==> src/rtl/frame_sequencer_if.sv <==
// Valid/ready pixel stream feeding the frame sequencer, with start-of-frame and end-of-row markers.
interface frame_sequencer_if #(
  parameter int PIXEL_SIZE = 24
);
  logic                  valid;
  logic                  ready;
  logic [PIXEL_SIZE-1:0] data;
  logic                  sof;
  logic                  eol;

  modport master (output valid, data, sof, eol, input ready);
  modport slave  (input valid, data, sof, eol, output ready);
endinterface

==> src/rtl/frame_sequencer.sv <==
// Drives the detection datapath from a pixel stream: sync insertion, end-of-frame flush,
// and realignment of the datapath output into a registered valid stream.
//
// state  | meaning
// IDLE   | waiting for sof; non-sof beats are dropped
// VSYNC  | one new-frame strobe cycle into the datapath
// ACTIVE | forwarding pixels of the current row
// HSYNC  | one new-row strobe cycle between rows
// FLUSH  | zero-data cycles draining the row buffers
module frame_sequencer #(
  parameter int FRAME_WIDTH  = 640,
  parameter int FRAME_HEIGHT = 480,
  parameter int PIXEL_SIZE   = 24,
  parameter int FLUSH_CYCLES = 1924
) (
  input  logic                  clk,
  input  logic                  reset,
  frame_sequencer_if.slave      s,
  output logic                  pipe_en,
  output logic                  pipe_hsync,
  output logic                  pipe_vsync,
  output logic [PIXEL_SIZE-1:0] pipe_data,
  input  logic [PIXEL_SIZE-1:0] pipe_out,
  output logic                  m_valid,
  output logic [PIXEL_SIZE-1:0] m_data,
  output logic                  frame_done,
  output logic [15:0]           frame_cnt,
  output logic                  err_framing
);
  localparam int COL_W = (FRAME_WIDTH > 1) ? $clog2(FRAME_WIDTH) : 1;
  localparam int ROW_W = (FRAME_HEIGHT > 1) ? $clog2(FRAME_HEIGHT) : 1;
  localparam int CNT_W = $clog2(FLUSH_CYCLES + 1);
  localparam logic [COL_W-1:0] COL_LAST   = COL_W'(FRAME_WIDTH - 1);
  localparam logic [ROW_W-1:0] ROW_LAST   = ROW_W'(FRAME_HEIGHT - 1);
  localparam logic [CNT_W-1:0] CNT_MAX    = CNT_W'(FLUSH_CYCLES);
  localparam logic [CNT_W-1:0] FLUSH_LOAD = CNT_W'(FLUSH_CYCLES - 1);

  typedef enum logic [2:0] {
    IDLE   = 3'd0,
    VSYNC  = 3'd1,
    ACTIVE = 3'd2,
    HSYNC  = 3'd3,
    FLUSH  = 3'd4
  } state_t;

  state_t           state, state_nxt;
  logic [COL_W-1:0] col;
  logic [ROW_W-1:0] row;
  logic [CNT_W-1:0] flush_cnt;
  logic [CNT_W-1:0] en_cnt;
  logic [CNT_W-1:0] en_cnt_d;
  logic             en_d;
  logic             ready;
  logic             take;
  logic             col_end;

  assign col_end = (col == COL_LAST);
  assign s.ready = ready;

  always_ff @(posedge clk) begin
    if (reset) state <= IDLE;
    else       state <= state_nxt;
  end

  always_comb begin
    state_nxt  = state;
    ready      = 1'b0;
    take       = 1'b0;
    pipe_en    = 1'b0;
    pipe_hsync = 1'b0;
    pipe_vsync = 1'b0;
    pipe_data  = '0;
    case (state)
      IDLE: begin
        // sof is held off for one cycle so it is consumed as the first ACTIVE pixel
        ready = !(s.valid && s.sof);
        if (s.valid && s.sof) state_nxt = VSYNC;
      end
      VSYNC: begin
        pipe_en    = 1'b1;
        pipe_vsync = 1'b1;
        state_nxt  = ACTIVE;
      end
      ACTIVE: begin
        ready = 1'b1;
        if (s.valid) begin
          take      = 1'b1;
          pipe_en   = 1'b1;
          pipe_data = s.data;
          if (col_end) state_nxt = (row == ROW_LAST) ? FLUSH : HSYNC;
        end
      end
      HSYNC: begin
        pipe_en    = 1'b1;
        pipe_hsync = 1'b1;
        state_nxt  = ACTIVE;
      end
      FLUSH: begin
        pipe_en = 1'b1;
        if (flush_cnt == '0) state_nxt = IDLE;
      end
      default: state_nxt = IDLE;
    endcase
  end

  always_ff @(posedge clk) begin
    if (reset) begin
      col         <= '0;
      row         <= '0;
      flush_cnt   <= '0;
      en_cnt      <= '0;
      en_cnt_d    <= '0;
      en_d        <= 1'b0;
      m_valid     <= 1'b0;
      m_data      <= '0;
      frame_done  <= 1'b0;
      frame_cnt   <= '0;
      err_framing <= 1'b0;
    end else begin
      frame_done <= 1'b0;
      en_d       <= pipe_en;
      en_cnt_d   <= en_cnt;
      if (state == IDLE)                     en_cnt <= '0;
      else if (pipe_en && en_cnt != CNT_MAX) en_cnt <= en_cnt + 1'b1;

      // the first FLUSH_CYCLES enables only fill the datapath; outputs after that are real
      m_valid <= en_d && (en_cnt_d >= CNT_MAX);
      if (en_d) m_data <= pipe_out;

      case (state)
        VSYNC: begin
          col <= '0;
          row <= '0;
        end
        ACTIVE: begin
          if (take) begin
            if (col_end) begin
              col       <= '0;
              flush_cnt <= FLUSH_LOAD;
            end else begin
              col <= col + 1'b1;
            end
            if ((s.eol != col_end) || (s.sof && (col != '0 || row != '0)))
              err_framing <= 1'b1;
          end
        end
        HSYNC: row <= row + 1'b1;
        FLUSH: begin
          if (flush_cnt == '0) begin
            frame_done <= 1'b1;
            frame_cnt  <= frame_cnt + 1'b1;
          end else begin
            flush_cnt <= flush_cnt - 1'b1;
          end
        end
        default: ;
      endcase
    end
  end
endmodule

==> src/flat_wrapper.sv <==
// flat-port wrapper written by rule: the top's interface ports become plain ports
module frame_sequencer_flat 
#(
  parameter int FRAME_WIDTH  = 640,
  parameter int FRAME_HEIGHT = 480,
  parameter int PIXEL_SIZE   = 24,
  parameter int FLUSH_CYCLES = 1924
)
  (clk, reset, pipe_en, pipe_hsync, pipe_vsync, pipe_data, pipe_out, m_valid, m_data, frame_done, frame_cnt, err_framing, s_valid, s_data, s_sof, s_eol, s_ready);
  frame_sequencer_if #(.PIXEL_SIZE(PIXEL_SIZE)) s_i ();
  input  logic clk;
  input  logic reset;
  output logic pipe_en;
  output logic pipe_hsync;
  output logic pipe_vsync;
  output logic [PIXEL_SIZE-1:0] pipe_data;
  input  logic [PIXEL_SIZE-1:0] pipe_out;
  output logic m_valid;
  output logic [PIXEL_SIZE-1:0] m_data;
  output logic frame_done;
  output logic [15:0] frame_cnt;
  output logic err_framing;
  input wire logic [$bits(s_i.valid)-1:0] s_valid;
  input wire logic [$bits(s_i.data)-1:0] s_data;
  input wire logic [$bits(s_i.sof)-1:0] s_sof;
  input wire logic [$bits(s_i.eol)-1:0] s_eol;
  output wire logic [$bits(s_i.ready)-1:0] s_ready;
  assign s_i.valid = s_valid;
  assign s_i.data = s_data;
  assign s_i.sof = s_sof;
  assign s_i.eol = s_eol;
  assign s_ready = s_i.ready;
  frame_sequencer #(.FRAME_WIDTH(FRAME_WIDTH), .FRAME_HEIGHT(FRAME_HEIGHT), .PIXEL_SIZE(PIXEL_SIZE), .FLUSH_CYCLES(FLUSH_CYCLES)) u_core (.clk(clk), .reset(reset), .s(s_i), .pipe_en(pipe_en), .pipe_hsync(pipe_hsync), .pipe_vsync(pipe_vsync), .pipe_data(pipe_data), .pipe_out(pipe_out), .m_valid(m_valid), .m_data(m_data), .frame_done(frame_done), .frame_cnt(frame_cnt), .err_framing(err_framing));
endmodule
==> config.mk <==
export PLATFORM = sky130hd
export DESIGN_NAME = frame_sequencer_flat
export DESIGN_NICKNAME = d
export VERILOG_FILES = /design/src/rtl/frame_sequencer_if.sv /design/src/rtl/frame_sequencer.sv /design/src/flat_wrapper.sv
export SDC_FILE = /design/constraint.sdc
export NUM_CORES = 1
export LEC_CHECK = 0
export CELL_PAD_IN_SITES_DETAIL_PLACEMENT = 1
export CELL_PAD_IN_SITES_GLOBAL_PLACEMENT = 1
export CORE_MARGIN = 2
export CORE_UTILIZATION = 33
export CTS_BUF_LIST = sky130_fd_sc_hd__clkbuf_4 sky130_fd_sc_hd__clkbuf_8
export CTS_CLUSTER_SIZE = 14
export DETAILED_ROUTE_END_ITERATION = 10
export PLACE_DENSITY = 0.79
export SLEW_MARGIN = 5
export SYNTH_ARGS = -nofsm -noshare
export SYNTH_HDL_FRONTEND = slang
export SYNTH_SLANG_ARGS = --single-unit
==> constraint.sdc <==
create_clock -name clk -period 1.9 [get_ports clk]
set_input_delay 0.475 -clock clk [delete_from_list [all_inputs] [get_ports clk]]
set_output_delay 0.475 -clock clk [all_outputs]
set_load 0.005 [all_outputs]
* Word level (Yosys, flattened, before mapping)
Cells that the tools add are included. Widths: inputs -> output; s select.
Cells by class: add/sub/neg operators 5, $mul 0, div/mod/pow operators 0, $lt $le $gt $ge 1, equal/unequal tests 14, shift-type cells 0, multiplexer cells 23, bitwise gates (word level) 1, reduce and logical (&&, ||, !) cells 23
Operators with widths (count):
- $mux 24 | 2
- $mux 11 | 3
- $pmux 11 s2 | 1
- $mux 10 | 2
- $pmux 10 s2 | 1
- $pmux 9 s2 | 1
- $add 16x1->16 const B | 1
- $mux 3 | 5
- $pmux 3 s4 | 1
- $add 11x1->11 const B | 1
- $ge 11x11->1 const B | 1
- $logic_not 11->1 | 1
- $ne 11x11->1 const B | 1
- $sub 11x1->11 const B | 1
- $add 10x1->10 const B | 1
- $eq 10x10->1 const B | 1
- $reduce_bool 10->1 | 1
- $add 9x1->9 const B | 1
- $eq 9x9->1 const B | 1
- $reduce_bool 9->1 | 1
- $ne 2x1->1 const B | 4
- $reduce_and 4->1 | 2
- $eq 3x2->1 const B | 2
- $reduce_bool 2->1 | 3
- 15 further kinds | 28
Storage, ports and cells: register bits 99, bits in latches 0, bits in writable memories 0, bits in read-only memories 0, bits of input ports 53, output and inout port bits 71, word-level logic and storage cells 79, memories 0

* Longest topological paths before layout
Gate-level depths: netlist of run 1.
word-level depth 5, gate-level depth with buffers 7, gate-level depth less buffers 6

* Least setup slack after synthesis of run 1
OpenSTA, ideal clock, no wires.
path kind input to output, start point input port s_valid, end point output port pipe_data[0], data arrival time 1459 ps, required time 1425 ps, slack -34 ps, cell stages on the path 4, path buffers 2, path through nor4bb_1 > clkbuf_1 > clkbuf_1 > and2_1
On the way: cells in the longest elaborated chain, start to end 2
Ends and longest elaborated chain:
- start, declared | RTL line flat_wrapper.sv:23 | input wire logic [$bits(s_i.valid)-1:0] s_valid;
- $mux 24 | RTL line frame_sequencer.sv:86 | if (s.valid) begin
- $mux 24 | RTL line frame_sequencer.sv:73 | case (state)
- end, declared | RTL line flat_wrapper.sv:16 | output logic [PIXEL_SIZE-1:0] pipe_data;
Every way passes these cells.

* Worst setup path in the final report of run 1
start point register u_core.state[2], end point output port pipe_data[19]
On the way: cells in the longest elaborated chain, start to end 2
Ends and longest elaborated chain:
- start, declared | RTL line frame_sequencer.sv:46 | state_t state, state_nxt;
- start signal, assigned | RTL line frame_sequencer.sv:62 | else state <= state_nxt;
- $eq 3x2->1 | RTL line frame_sequencer.sv:73
- $mux 24 | RTL line frame_sequencer.sv:73
Every way passes these cells.

==> results.txt, run 1 <==
Critical Path RT = 1420 ps
Clock-pin slew on the worst setup and hold paths = 110 ps
Fill cells = 1535
Multiplexer share of the synthesized area = 7.738%
Mapped Avg Cell Area = 8.672 um^2
CTS Hold Buffers Added = 0
Top Metal Used = met4
Most frequent cells in the layout = clkdlybuf4s50_1, dfxtp_1, buf_4
GRT Residual Overflow = 0
Layout Nets = 799
Initial antenna violation count = 0
FF-to-FF setup slack = -190 ps
Post-synthesis adder-cell area fraction = 2.149%
Largest net degree at the start of global routing = 55
Worst Path Arrival = 1710 ps
Wirelength, routed = 16840 um
Routed wire per std cell = 18.24 um
Peak Freq = 458.5 MHz
Sequential-to-total area share from yosys stat = 41.70%
Starting Density = 33.68%
Setup slack after layout = -280.9 ps
Critical Path Fanout Max = 8
Reg-to-reg endpoint = u_core.frame_cnt[13]
Endpoint of the worst hold path = u_core.m_valid
Yosys cell types = 57
Period minus WS final = 2181 ps
Gate Count Post-Synth = 537
Worst VDD drop = 0.0005046 V
Simple-gate share of the synthesized area = 28.59%
Post-DRT Antenna Nets = 0
Met2 WL post-DR = 9255 um
Main synth FF type = dfxtp_1
Syn Nets = 598
Final setup fails = 51
First-pass GRT wire length = 23480 um
IO Count = 124
RSZ-0062 raised after global routing = true
Antenna diode count = 0
H-tree depth = 3
Die Height = 122.8 um
Slew headroom = 59.58%
Critical R2R Launch = u_core.state[1]
Crit path launch type = flop
Synthesis-stage register bit count = 97
Fin. max-slew vios = 0
Tcrit/Tclk final = 114.8%
Max Cap Viol = 0
Failing checks = setup timing
Worst r2r path cells = 7
Lkg Pwr = 2.915 nW
Xor-xnor portion of the synthesized cell area = 2.633%
Commonest non-fill, non-tap cell in the layout = clkdlybuf4s50_1
EDFF count, synth = 0
Hold Crit Class = reg2reg
Longest Clk Path Bufs = 2
Layout Utilization = 54.73%
Synth top area share = 41.70%
Vias per inst = 5.355
Layout area overhead = 62.49%
Initial drt markers = 291
Final setup TNS = -8109 ps
Critical Path End Type = primary output
Metal1 wirelength = 6778 um
Die W = 122.8 um
Slew @ Worst Pin = 602.3 ps
Complex-gate fraction of the synthesized area = 12.63%
# port buffers = 123
Worst skew pair latency = 370 ps
Final Hold Vio Count = 0
Remaining DRCs = 0
Detailed Place HPWL = 10420 um
Synth area leader = dfxtp_1
Top cells by area, synth = dfxtp_1, mux2i_1, nor2_1
Total Die Area = 15080 um^2
Worst Hold Launch = u_core.en_cnt_d[7]
Vias in the first global route = 4957
PwrDens = 580.3 nW/um^2
CP Class = reg2out
Main combinational cell family by area after synthesis = simple AND/OR/NAND/NOR gates
Worst hold stages = 2
Num CTS Buffers = 9
1st-pass router iterations = 4
Yosys warnings = 0
Root Buffer = clkbuf_8
Routability cong. = 0.8863
Met3 wire length = 463 um
CTS tree = built
Syn Std Cell Area = 4657 um^2
Num rows = 43
Sink Count = 97
Fin Clk Skew = 11.82 ps
Post-synth ARST share = 0%
Share of cells above drive strength 1 = 33.11%
Core ar. = 13830 um^2
Tot GR Track Use = 19.25%
Outcome = finished with violations
Total vias in the final route = 4943
-- worst max-delay path, cell delays in order, from the launching register on --
cell      delay (ps)
dfxtp_2          350
buf_6            130
nor4bb_4         250
buf_4            170
buf_6            100
buf_6            110
and2_1           120
buf_2            100
-- metal layers --
metal  up-vias  global-route usage, %
met5         -                      0
met4         0                  6.034
met3        23                  2.602
met2       118                  35.95
met1      2478                  22.54
li1       2324                      -
-- metrics by stage --
step                      power (mW)  setup WS [ps]  area, um^2  instances  hold slack (ps)
after floorplan                2.378          32.74        4664        537            424.4
after global placement         2.687         -733.0        6489        872            435.6
after detailed placement       2.710         -754.2        6489        872            439.1
after CTS                      4.313         -266.4        6923        903            458.8
after global routing           4.557         -360.6        7567        923            481.4
final                          4.391         -280.9        7567        923            459.8
-- cells in the mapped netlist, types with 4 or more instances --
cell type and count:
clkbuf_1 25, and3_1 6, mux2_2 8, o311ai_0 4, o41ai_1 6, nand3_1 19, or2_2 5, nor4_1 15
o211ai_1 4, mux2i_1 27, nand3b_1 5, xor2_1 9, nor3_1 12, a211oi_1 5, nand4_1 11, nand2_1 27
nor2_1 61, inv_1 22, a21oi_1 24, or4_1 6, a31oi_1 4, or3_1 11, ha_1 8, dfxtp_1 97
o21ai_0 17, nor2b_1 14, and2_1 26, xnor2_1 5, o31ai_1 6
-- sequential cells by signal (all words and copies together), names as in the netlist --
signal and flops:
u_core.err_framing 1, u_core.en_cnt_d 9, u_core.frame_cnt 16, u_core.m_data 24
u_core.m_valid 1, u_core.row 9, u_core.frame_done 1, u_core.state 3
u_core.flush_cnt 11, u_core.col 10, u_core.en_d 1, u_core.en_cnt 11
-- how the worst max path moves through the flow --
stage	end	from	slack, ps	cells past startpoint
3_3_place_gp	pipe_data[14]	s_valid	-730	5
3_5_place_dp	pipe_data[23]	s_valid	-750	5
2_1_floorplan	pipe_data[0]	s_valid	30	4
6_report	pipe_data[19]	u_core.state[2]	-280	7
5_1_grt	pipe_data[21]	u_core.state[2]	-360	7
4_1_cts	pipe_data[2]	u_core.state[2]	-270	7
-- cells by family after synthesis --
kind of cell    Yosys count
simple gates            240
flops                    97
compound gates           89
buf+inv                  54
mux                      35
xor+xnor                 14
fa+ha+maj                 8
-- power by group --
part / internal, mW / switching (mW) / total, mW
Combinational: 0.407 / 0.300 / 0.706
Sequential: 2.07 / 0.0284 / 2.10
Clock: 0.772 / 0.813 / 1.58
-- layout make-up --
type	instances	area (um^2)	area share, %
Multi-Input combinational cell	386	2989	39.50
Timing Repair Buffer	221	2072	27.38
Sequential cell	97	1958	25.88
Tap cell	180	225.2	2.976
Clock buffer	9	123.9	1.637
Clock inverter	7	110.1	1.455
Inverter	23	88.84	1.174
-- what timing repair did --
item / CTS / global route
setup endpoints to repair: 60 / 70
resized for setup: 165 / 106
pin swaps: 14 / 36
buffers inserted: 15 / 24
gates cloned: 2 / 2
(Power assumes the default switching activity.)
==> run 2: changes to the inputs <==
--- a/config.mk
+++ b/config.mk
@@ -7,6 +7,7 @@
 export LEC_CHECK = 0
 export CELL_PAD_IN_SITES_DETAIL_PLACEMENT = 1
 export CELL_PAD_IN_SITES_GLOBAL_PLACEMENT = 1
+export CORE_ASPECT_RATIO = 0.5
 export CORE_MARGIN = 2
 export CORE_UTILIZATION = 33
 export CTS_BUF_LIST = sky130_fd_sc_hd__clkbuf_4 sky130_fd_sc_hd__clkbuf_8
==> results.txt, run 2 (synthesized netlist as in run 1, its figures left out) <==
Critical path depth = 6
Logic pwr share = 18.1%
Hold Crit Class = reg2reg
Int Pwr = 3.162 mW
Worst r2r path cells = 11
Root Buffer = clkbuf_8
Biggest register = u_core.m_data
Largest net degree at the start of global routing = 23
Initial drt markers = 372
Tot GR Track Use = 23.82%
Share of cells above drive strength 1 = 35.53%
Sequential group share of total power = 47.1%
Crit path max-delay cell type = dfxtp_4
Commonest non-fill, non-tap cell in the layout = clkdlybuf4s50_1
Routed wire per std cell = 22.47 um
Wirelength, routed = 21390 um
Final setup fails = 56
Slew @ Worst Pin = 577.6 ps
Most frequent cells in the layout = clkdlybuf4s50_1, buf_4, dfxtp_1
Die Height = 88 um
Total vias in the final route = 5371
Layout area overhead = 68.54%
Num CTS Buffers = 9
Switching share of power = 28.91%
Vias per inst = 5.642
Met3 usage = 5.332%
Met1 Usage GRT = 29.69%
Biggest regs = u_core.m_data x24, u_core.frame_cnt x16
Post-DRT Antenna Nets = 0
Die W = 172 um
Max Cap Viol = 0
CP top delay family = buffers and inverters
Longest Clk Path Bufs = 2
CP max stage delay = 370 ps
Detailed Place HPWL = 10500 um
Crit path launch type = flop
Antenna diode count = 0
CP startpoint = u_core.state[0]
Sink Count = 97
Fin Clk Skew = 12.45 ps
Worst VDD drop = 0.0003267 V
Final Hold Vio Count = 0
Outcome = finished with violations
CTS tree = built
Fin. max-slew vios = 0
Clock Power Share = 34.8%
IO Count = 124
Starting Density = 34.08%
Final Power = 4.448 mW
WP buf/inv = 4
First-pass GRT wire length = 28230 um
P_sw = 1.286 mW
Critical Path RT = 1420 ps
Worst Path Arrival = 1630 ps
Worst Hold Launch = u_core.en_cnt_d[7]
Most crowded layer after global routing = met2
H-tree depth = 3
Failing checks = setup timing
CTS Hold Buffers Added = 0
GR Layer Usage met2 = 42.24%
Setup slack after layout = -207.1 ps
Remaining DRCs = 0
Final setup TNS = -6739 ps
Period minus WS final = 2107 ps
Peak Freq = 474.6 MHz
Clock-pin slew on the worst setup and hold paths = 110 ps
Critical R2R Launch = u_core.state[0]
Max reg flops = 24
# port buffers = 123
Core ar. = 13660 um^2
Lkg Pwr = 3.087 nW
CP Class = reg2out
Worst hold stages = 2
GRT Residual Overflow = 0
Total Die Area = 15140 um^2
PwrDens = 566.7 nW/um^2
Tcrit/Tclk final = 110.9%
Critical Path Fanout Max = 3
RSZ-0062 raised after global routing = true
Vias in the first global route = 5334
Routability cong. = 0.8108
Slew headroom = 61.28%
Critical Path End Type = primary output
Worst skew pair latency = 400 ps
Most frequent CP cell = buf_4
Initial antenna violation count = 0
Worst-path cell chain = buf_4 > buf_4 > a21oi_1 > o21a_4 > inv_4 > buf_6
Layout Nets = 816
1st-pass router iterations = 5
Num rows = 30
-- run 2: tightest hold or removal path, delay by kind of cell (launching register included) --
kind	cells	cell delay (ps)
AND/OR/NAND/NOR	2	110
flip-flops	1	310
-- run 2: repair_timing --
action / 4_1_cts / 5_1_grt
setup endpoints to repair: 54 / 78
setup buffers: 32 / 13
cloned: 4 / 0
resized for setup: 228 / 83
pin swaps: 44 / 22
-- run 2: cell type report --
class	instances	area, um^2
sequential	97	1962
inverter	23	88.84
clock buffer	9	123.9
fill	1510	5814
timing repair buffer	237	2237
tap	192	240.2
multi-input combinational	387	3105
clock inverter	7	91.34
-- run 2: final timing paths --
kind                                       endpoint  slack (ps)
worst min-delay path                 u_core.m_valid         450
worst max-delay path                        pipe_en        -210
worst min register to register       u_core.m_valid         450
worst max register to register  u_core.frame_cnt[2]        -150
-- run 2: power groups by stage --
stage          registers (mW)  clock network (mW)  logic [mW]
2_1_floorplan            2.14                   0       0.238
3_3_place_gp             2.14                   0       0.566
3_5_place_dp             2.14                   0       0.585
4_1_cts                  2.09                1.54       0.721
5_1_grt                  2.10                1.64       0.848
6_report                 2.10                1.55       0.803
-- run 2: routing by layer --
metal | part of all wire (%) | up-vias
li1 | - | 2357
met1 | 41 | 2680
met2 | 50 | 263
met3 | 5.3 | 71
met4 | 3.4 | 0
met5 | 0 | -
-- run 2: per-stage QoR --
stage | utilization (%) | hold WS [ps] | area, um^2 | setup WS [ps] | instances
5_1_grt | 57.45 | 481.4 | 7849 | -271.6 | 952
4_1_cts | 54.67 | 461.7 | 7470 | -256.8 | 945
2_1_floorplan | - | 424.4 | 4664 | 32.74 | 537
3_5_place_dp | 48.15 | 445.8 | 6579 | -802.7 | 894
3_3_place_gp | 48.15 | 435.3 | 6579 | -770.3 | 894
6_report | 57.45 | 450.9 | 7849 | -207.1 | 952
